## src/rtl/seg_scan_ctrl.sv

```systemverilog
// Time-multiplexed seven-segment scan controller with frame-synchronous double-buffered value.
// Optional leading-zero blanking is compiled in when SEG_SCAN_LZB_EN is defined.
module seg_scan_ctrl #(
    parameter int NDIG    = 8,
    parameter int CLK_DIV = 50000
) (
    input  logic                clk,
    input  logic                rst_n,
    input  logic [4*NDIG-1:0]   value,
    input  logic                load,
    input  logic [NDIG-1:0]     digit_en,
    output logic [3:0]          x,
    output logic                en,
    output logic [NDIG-1:0]     an,
    output logic                frame
);

    localparam int IW = $clog2(NDIG);
    localparam int DW = (CLK_DIV > 1) ? $clog2(CLK_DIV) : 1;
    localparam logic [DW-1:0] DIV_LAST = DW'(CLK_DIV - 1);
    localparam logic [IW-1:0] IDX_LAST = IW'(NDIG - 1);

    logic [DW-1:0]      div_q, div_d;
    logic [IW-1:0]      idx_q, idx_d;
    logic [4*NDIG-1:0]  disp_q, disp_d;
    logic [4*NDIG-1:0]  shadow_q, shadow_d;
    logic               pending_q, pending_d;
    logic [3:0]         x_q, x_d;
    logic               en_q, en_d;
    logic [NDIG-1:0]    an_q, an_d;
    logic [NDIG-1:0]    blank;
    logic               tick;
    logic               wrap;

    assign tick = (div_q == DIV_LAST);
    assign wrap = tick && (idx_q == IDX_LAST);

    genvar gi;

`ifdef SEG_SCAN_LZB_EN
    // upper_zero[i]: committed digits i..NDIG-1 are all zero; digit 0 is never blanked
    logic [NDIG-1:1] upper_zero;
    assign upper_zero[NDIG-1] = (disp_q[4*(NDIG-1) +: 4] == 4'h0);
    generate
        for (gi = 1; gi < NDIG-1; gi++) begin : g_lzb
            assign upper_zero[gi] = (disp_q[4*gi +: 4] == 4'h0) && upper_zero[gi+1];
        end
    endgenerate
    assign blank = {upper_zero, 1'b0};
`else
    assign blank = '0;
`endif

    generate
        for (gi = 0; gi < NDIG; gi++) begin : g_an
            assign an_d[gi] = (idx_q != IW'(gi));
        end
    endgenerate

    always_comb begin
        div_d     = tick ? '0 : div_q + 1'b1;
        idx_d     = idx_q;
        if (tick) begin
            idx_d = wrap ? '0 : idx_q + 1'b1;
        end
        shadow_d  = load ? value : shadow_q;
        // Commit uses the shadow as it stood before this cycle's load, so a
        // load coinciding with the wrap stays pending for the following frame.
        disp_d    = (wrap && pending_q) ? shadow_q : disp_q;
        pending_d = load || (pending_q && !wrap);
        x_d       = disp_q[4*idx_q +: 4];
        en_d      = digit_en[idx_q] && !blank[idx_q];
    end

    always_ff @(posedge clk or negedge rst_n) begin
        if (!rst_n) begin
            div_q     <= '0;
            idx_q     <= '0;
            disp_q    <= '0;
            shadow_q  <= '0;
            pending_q <= 1'b0;
            x_q       <= 4'h0;
            en_q      <= 1'b0;
            an_q      <= '1;
        end else begin
            div_q     <= div_d;
            idx_q     <= idx_d;
            disp_q    <= disp_d;
            shadow_q  <= shadow_d;
            pending_q <= pending_d;
            x_q       <= x_d;
            en_q      <= en_d;
            an_q      <= an_d;
        end
    end

    assign x     = x_q;
    assign en    = en_q;
    assign an    = an_q;
    assign frame = wrap;

endmodule

```

## config.mk

```make
export PLATFORM = sky130hd
export DESIGN_NAME = seg_scan_ctrl
export DESIGN_NICKNAME = d
export VERILOG_FILES = /design/src/rtl/seg_scan_ctrl.sv
export SDC_FILE = /design/constraint.sdc
export NUM_CORES = 1
export LEC_CHECK = 0
export ABC_AREA = 1
export CAP_MARGIN = 20
export CORE_UTILIZATION = 45
export DETAILED_ROUTE_END_ITERATION = 16
export PLACE_DENSITY = 0.67
export SYNTH_ARGS = -nofsm -noshare
export SYNTH_HDL_FRONTEND = slang
export SYNTH_SLANG_ARGS = --single-unit
```

## constraint.sdc

```tcl
create_clock -name clk -period 2.67 [get_ports clk]
set_input_delay 0.534 -clock clk [delete_from_list [all_inputs] [get_ports clk]]
set_output_delay 0.534 -clock clk [all_outputs]
set_load 0.05 [all_outputs]
```

### After elaboration in Yosys (flattened, before gate mapping)

Memory sizes are Yosys's and may differ from the RTL's.
Index checks and enable logic that the tools add are counted.

* add/subtract/negate cells: 2
* magnitude comparators: 1
* eq/ne operators: 9
* shift-type cells: 1
* multiplexer cells: 5
* reductions and logical operators: 8

Operators with widths (number)
* $shiftx A32 B6 Y4: 1
* $add A16 B1 Y16 const B: 1
* $eq A16 B16 Y1 const B: 1
* $mux W16: 1
* $ne A3 B3 Y1 const B: 4
* $ne A3 B2 Y1 const B: 2
* $logic_and A1 B1 Y1: 4
* $lt A3 B4 Y1 const B: 1
* $add A3 B1 Y3 const B: 1
* $bmux W1 S3: 1
* $eq A3 B3 Y1 const B: 1
* $mux W3: 1
* $ne A3 B1 Y1 const B: 1
* $reduce_bool A3 Y1: 1
* $logic_not A1 Y1: 2
* $mux W1: 2
* $logic_or A1 B1 Y1: 1

* flip-flop bits (word level): 97
* ROM bits: 8
* input bits: 43
* output and inout bits: 14
* logic and storage cells: 35
* memories kept: 1

Memory list
* (name not given): depth 8, bits a word 1, read ports 1, clocked after memory_dff 0, wr ports 0, line 72 `en_d = digit_en[idx_q] && !blank[idx_q];`

### Depth between registers and ports, before layout

Gate-level depths: netlist of the first run.

* word-level depth: 5
* mapped depth: 8

### Least setup slack after synthesis of the first run

OpenSTA, ideal clock, no wires.

* kind: register -> output
* start: register div_q[0]
* end: output port frame
* arrival: 1.628 ns
* required time: 2.136 ns
* path slack: 0.508 ns
* stages on the path, launching flop included: 6
* buffers on the path: 0
* cells stage by stage: dfrtp_1 ha_1 nand3_1 nor2_2 nand2_1 nor2_1

* word-level cells in the longest chain between the ends: 2

RTL lines
* from (decl): line 23 `logic [DW-1:0] div_q, div_d;`
* from (signal assigned): line 86 `div_q <= div_d;`
* $eq A16 B16 Y1: line 35 `assign tick = (div_q == DIV_LAST);`
* $logic_and A1 B1 Y1: line 36 `assign wrap = tick && (idx_q == IDX_LAST);`
* to (decl): line 15 `output logic frame`

No other way between the ends.

### Worst setup path in the final report of the first run

Ends and elaborated chain as after synthesis.

==> results of run 1 <==
==> metrics by stage <==
| step | utilization, % | total power, uW | worst slack, ns | hold slack, ns |
|---|---|---|---|---|
| 4_1_cts | 56.2 | 2790 | 0.164 | 0.201 |
| 3_5_place_dp | 53.8 | 1740 | 0.566 | 0.465 |
| 5_1_grt | 56.2 | 2870 | 0.0649 | 0.219 |
| 3_3_place_gp | 53.8 | 1740 | 0.591 | 0.460 |
| 2_1_floorplan | - | 1630 | 0.508 | 0.238 |
| 6_report | 56.2 | 2770 | 0.186 | 0.172 |
==> layout make-up <==
type                    count  area (sq um)  share of cell area, %
clock buffers              10           138                   2.60
clock inverters             5          80.1                   1.51
inverters                  32           120                   2.27
multi-input cells         303          1700                   32.1
flip-flops and latches     97          2440                   46.1
well taps                 129           161                   3.05
repair buffers             66           656                   12.4
==> kinds of logic (layout without fill, tap and decap cells) <==
group | count (synthesis) | count (layout) | share of synthesized area [%]
xor+xnor | 8 | 8 | 1.58
compound gates | 40 | 40 | 4.85
simple gates | 216 | 216 | 21.7
mux | 32 | 32 | 8.12
flops | 97 | 97 | 54.9
fa+ha+maj | 7 | 7 | 1.97
buf+inv | 57 | 113 | 6.85
==> sequential cells by signal, summed over array words and instances (netlist names) <==
name and count:
shadow_q 32, x 4, div_q 16, en 1
an 8, pending_q 1, disp_q 32, idx_q 3
==> path summary, 6_finish.rpt <==
check	from	to	cells after the start
worst max-delay path	div_q[0]$_DFF_PN0_	frame	6
worst min-delay path	rst_n	div_q[10]$_DFF_PN0_	1
worst max register to register	idx_q[2]$_DFFE_PN0N_	disp_q[20]$_DFFE_PN0P_	5
worst min register to register	disp_q[4]$_DFFE_PN0P_	disp_q[4]$_DFFE_PN0P_	2
max in group asynchronous	rst_n	disp_q[12]$_DFFE_PN0P_	2
min in group clk	disp_q[4]$_DFFE_PN0P_	disp_q[4]$_DFFE_PN0P_	2
==> worst max-delay path, cell delays in order, from the launching register on <==
cell and delay, ns:
dfrtp_1 0.41, ha_1 0.21, nand3_1 0.19, nor2_2 0.22, nand2_1 0.08, nor2_1 0.29
buf_12 0.19
==> cell usage in the layout (no fill, tap or decap), drive strengths merged, types with 3 or more instances in the layout <==
cell type / instances
a21oi: 4
buf: 12
clkbuf: 10
clkdlybuf4s50: 54
dfrtp: 89
dfstp: 8
ha: 7
inv: 31
mux2: 32
nand2: 114
nand3: 10
nand4: 35
nor2: 54
nor3: 3
o21ai: 25
o22ai: 10
xor2: 8
==> power breakdown <==
| part | internal, uW | switching, uW | leakage (uW) |
|---|---|---|---|
| combinational | 102 | 61.3 | 0.00123 |
| sequential | 1520 | 29.5 | 0.00123 |
| clock | 547 | 513 | 0.000104 |
| total | 2170 | 604 | 0.00257 |
==> metal layers <==
layer,routed length [um],part of all wire (%)
met5,0,0
met4,118,1.2
met3,315,3.3
met2,4510,48
met1,4520,48
==> impl_metrics.csv, run 1 <==
group,metric,value,unit
run_status,outcome,"completed",
power,power.leakage,0.00257,uW
power,ir_drop,270,uV
synthesis,synth_edf_count,0,
clocking,clk_path_buf_depth,2,
detailed_routing,routed_wl,9460,um
clocking,tritoncts,"done",
floorplanning,ios,57,
synthesis,synth_cells,457,
finish,fin_nets,559,
global_routing,grt_pass1_vias,3177,
synthesis,synth_area_leader_cell,"dfrtp_1",
detailed_routing,wl_per_cell,14.7,um
synthesis,synth_area,0.00444,sq mm
timing,setup_tns,0,ns
clocking,post_cts_resize_count,0,
detailed_routing,drc,0,
clocking,clock_latency,0.36,ns
timing,hold_viol,0,
detailed_routing,vias,3273,
synthesis,synth_flop_cell,"dfrtp_1",
synthesis,synth_top_area_share,50.2,%
global_routing,grt_pass1_wl,15900,um
critical_path,crit_arrival,1.95,ns
detailed_routing,firstDrtPassIters,4,
place,io_buffers,56,
synthesis,yosys-top-cells-count,"nand2_1 (113), dfrtp_1 (89), nor2_1 (48)",
detailed_routing,postRouteAntennaNets,0,
detailed_routing,drt_iter0_drc,197,
timing,max_freq,0.403,GHz
detailed_routing,viasPerCell,5.10,
global_routing,use_met2,31.9,%
floorplanning,dieArea,0.0103,sq mm
finish,syn_to_final_growth,19.2,%
floorplanning,rows,35,
timing,drv_slew,0,
critical_path,criticalPathCategory,"reg -> out",
critical_path,critical_path_required,2.14,ns
finish,drive_above_1_share,15.2,%
clocking,cts.reportedPaths.clkPinSlew,0.09,ns
clocking,htreeDepth,3,
clocking,cts_buffers,9,
floorplanning,coreArea,0.00942,sq mm
place,gp_congestion,0.810,
critical_path,start_kind,"flop",
timing,relSlewSlack,58.4,%
clocking,post-cts-setup-buffers,0,
global_routing,busiest_layer,"met2",
finish,fin_area,0.00529,sq mm
global_routing,grt_max_degree,48,
place,hpwlAfterDp,6400,um
synthesis,ys_types,28,
finish,fin_cells,642,
timing,finalSetupViolCount,0,
finish,nFillCells,849,
synthesis,synth_nets,507,
floorplanning,die_height,101,um
clocking,root_buffer,"clkbuf_8",
floorplanning,initial_core_util,47.1,%
synthesis,ys.warnings.count,0,
synthesis,ys_ff_latch,97,
place,postPlaceCellArea,0.00507,sq mm
finish,insertedDiodeCount,0,
timing,finalCritPeriodShare,93.0,%
synthesis,synth_area_leaders,"dfrtp_1 (50%), nand2_1 (9.6%), mux2_2 (8.1%), nand4_1 (4.8%), dfstp_2 (4.7%)",
worst_hold_path,hp-class,"in -> async",
job,drv_cap,0,
global_routing,antenna_found_initial,0,
timing,tightest_slew,0.625,ns
power,p_per_area,524,mW/mm^2
global_routing,grt.total_usage,20.2,%
critical_path,r2r_slack,0.62,ns
place,place_inst,627,
timing,grt_setup_unrepaired,"false",
global_routing,grt_use_met3,2.97,%
synthesis,synthArstFlopShare,100,%
timing,min_period,2.48,ns
synthesis,synth.most_common_cell,"nand2_1",
synthesis,avgSynthCellArea,9.71,sq um
floorplanning,fp.dieW,101,um
clocking,clkSinkCount,97,
global_routing,use_met1,29.0,%
critical_path,end_kind,"output port",
synthesis,seq_area_frac_synth,54.9,%
timing,skew,0.00738,ns
global_routing,gr-total-overflow,0,
critical_path,path_max_fanout,4,
clocking,cts-hold-fix-buffers,0,
No activity file was read; power rests on OpenSTA's default activity.
==> run 2, diff against run 1 <==
Settings changed: CORE_UTILIZATION 45 to 31, PLACE_DENSITY 0.67 to 0.5.
==> run 2 against run 1 <==
Utilization fell by 17 points. Clock power increased by 16%. Maximum frequency grew 6.0%. Sequential power is essentially flat. Non-clock buffer count increased by 1. Sequential cell count stayed put. Count of clock-buffer cells in the layout grew 2. Register-to-register slack is essentially flat. Worst hold slack improved by 0.034 ns. Largest cell class unchanged. Largest power group unchanged. Highest routed layer unchanged.
==> impl_metrics.csv, run 2 (synthesized netlist as in run 1, its figures left out) <==
group,metric,value,unit
finish,final_core_util,38.8,%
timing,relSlewSlack,47.2,%
timing,grt_setup_unrepaired,"false",
timing,hold_viol,0,
timing,skew,0.0104,ns
clocking,clk_path_buf_depth,2,
detailed_routing,viasPerCell,4.70,
critical_path,ff2ff_path_depth,5,
finish,fin_nets,560,
timing,max_freq,0.427,GHz
critical_path,r2r-end,"disp_q[24]$_DFFE_PN0P_",
critical_path,crit_arrival,1.81,ns
global_routing,grt.total_usage,14.4,%
detailed_routing,postRouteAntennaNets,0,
clocking,post-cts-setup-buffers,0,
place,hpwlAfterDp,6560,um
place,gp_congestion,0.816,
timing,drv_slew,0,
finish,insertedDiodeCount,0,
critical_path,start_kind,"flop",
run_status,outcome,"completed",
finish,mostFrequentLayoutCells,"nand2_1 (113), dfrtp_1 (89), clkdlybuf4s50_1 (54), nor2_1 (48), nand4_1 (34)",
global_routing,antenna_found_initial,0,
global_routing,grt_pass1_wl,16300,um
job,drv_cap,0,
floorplanning,rows,43,
critical_path,critical_path_required,2.14,ns
clocking,clkSinkCount,97,
critical_path,r2r_slack,0.62,ns
power,ir_drop,258,uV
critical_path,path_max_fanout,4,
clocking,htreeDepth,3,
power,p_per_area,544,mW/mm^2
clocking,cts-hold-fix-buffers,0,
detailed_routing,firstDrtPassIters,4,
critical_path,end_kind,"output port",
timing,tightest_slew,0.790,ns
floorplanning,ios,57,
detailed_routing,drc,0,
worst_hold_path,hp-class,"in -> async",
floorplanning,die_height,122,um
critical_path,rr_startpoint,"idx_q[2]$_DFFE_PN0N_",
global_routing,grt_max_degree,52,
critical_path,crit_end,"frame",
floorplanning,initial_core_util,31.8,%
finish,nFillCells,1413,
power,power,2940,uW
power,power.leakage,0.00260,uW
finish,multi_input_area,0.00170,sq mm
clocking,cts.reportedPaths.clkPinSlew,0.07,ns
timing,finalSetupViolCount,0,
timing,finalCritPeriodShare,87.8,%
detailed_routing,routed_wl,9730,um
timing,min_period,2.34,ns
global_routing,gr-total-overflow,0,
timing,setup_tns,0,ns
floorplanning,coreArea,0.0139,sq mm
finish,reg.largest.list,"disp_q x32, shadow_q x32, div_q x16",
finish,layout_commonest_cell,"nand2_1",
finish,syn_to_final_growth,22.0,%
clocking,root_buffer,"clkbuf_16",
clocking,post_cts_resize_count,0,
finish,final-seq-area,0.00244,sq mm
detailed_routing,wl_per_cell,14.0,um
critical_path,worstSetupStartpoint,"div_q[0]$_DFF_PN0_",
floorplanning,fp.dieW,122,um
floorplanning,dieArea,0.0148,sq mm
global_routing,grt_pass1_vias,3194,
detailed_routing,drt_iter0_drc,160,
critical_path,criticalPathCategory,"reg -> out",
clocking,cts_buffers,9,
clocking,tritoncts,"done",
place,io_buffers,56,
detailed_routing,vias,3268,
finish,drive_above_1_share,15.3,%
clocking,clock_latency,0.35,ns
==> run 2: cell count changes in the layout (fill, tap and decap cells not counted), sizes merged <==
cell and delta:
bufinv -2, clkinv +1, inv +1, clkinvlp -1, buf +1, clkbuf +2
==> run 2: critical path: stages, from the launching register on <==
cell,delay [ns]
dfrtp_1,0.39
ha_1,0.20
nand3_1,0.16
nor2_2,0.20
nand2_1,0.08
nor2_1,0.25
buf_12,0.18
==> run 2: per-stage QoR <==
stage,cell area [sq um],setup WS [ns],hold WS (ns),cells
3_3_place_gp,5130,0.673,0.461,679
5_1_grt,5410,0.196,0.261,695
3_5_place_dp,5130,0.633,0.466,679
2_1_floorplan,4440,0.508,0.238,457
4_1_cts,5410,0.280,0.236,695
6_report,5410,0.327,0.206,695
==> run 2: power by group <==
group / switching (uW) / internal (uW)
registers: 28.0 / 1520
clock network: 551 / 683
logic: 61.3 / 101
==> run 2: worst min-delay path by stage <==
stage | start | endpoint | slack (ns) | cells after the start
after detailed placement | disp_q[20]$_DFFE_PN0P_ | disp_q[20]$_DFFE_PN0P_ | 0.47 | 2
after global routing | rst_n | disp_q[8]$_DFFE_PN0P_ | 0.26 | 1
final | rst_n | en$_DFF_PN0_ | 0.21 | 1
after CTS | rst_n | en$_DFF_PN0_ | 0.24 | 1
after global placement | disp_q[10]$_DFFE_PN0P_ | disp_q[10]$_DFFE_PN0P_ | 0.46 | 2
after floorplan | rst_n | disp_q[0]$_DFFE_PN0P_ | 0.24 | 0
==> run 2: layer usage <==
layer | track usage [%] | part of all wire, % | up-vias
met1 | 19.7 | 48 | 1564
met5 | 0 | 0 | -
met3 | 2.39 | 4.1 | 16
li1 | - | - | 1612
met4 | 7.33 | 2.3 | 0
met2 | 22.0 | 45 | 76
==> run 2: layout make-up <==
type / instances / area share (%)
Sequential cell: 97 / 45.0
Multi-Input combinational cell: 303 / 31.3
Timing Repair Buffer: 67 / 12.0
Clock buffer: 12 / 4.74
Tap cell: 180 / 4.16
Inverter: 32 / 2.22
Clock inverter: 4 / 0.486
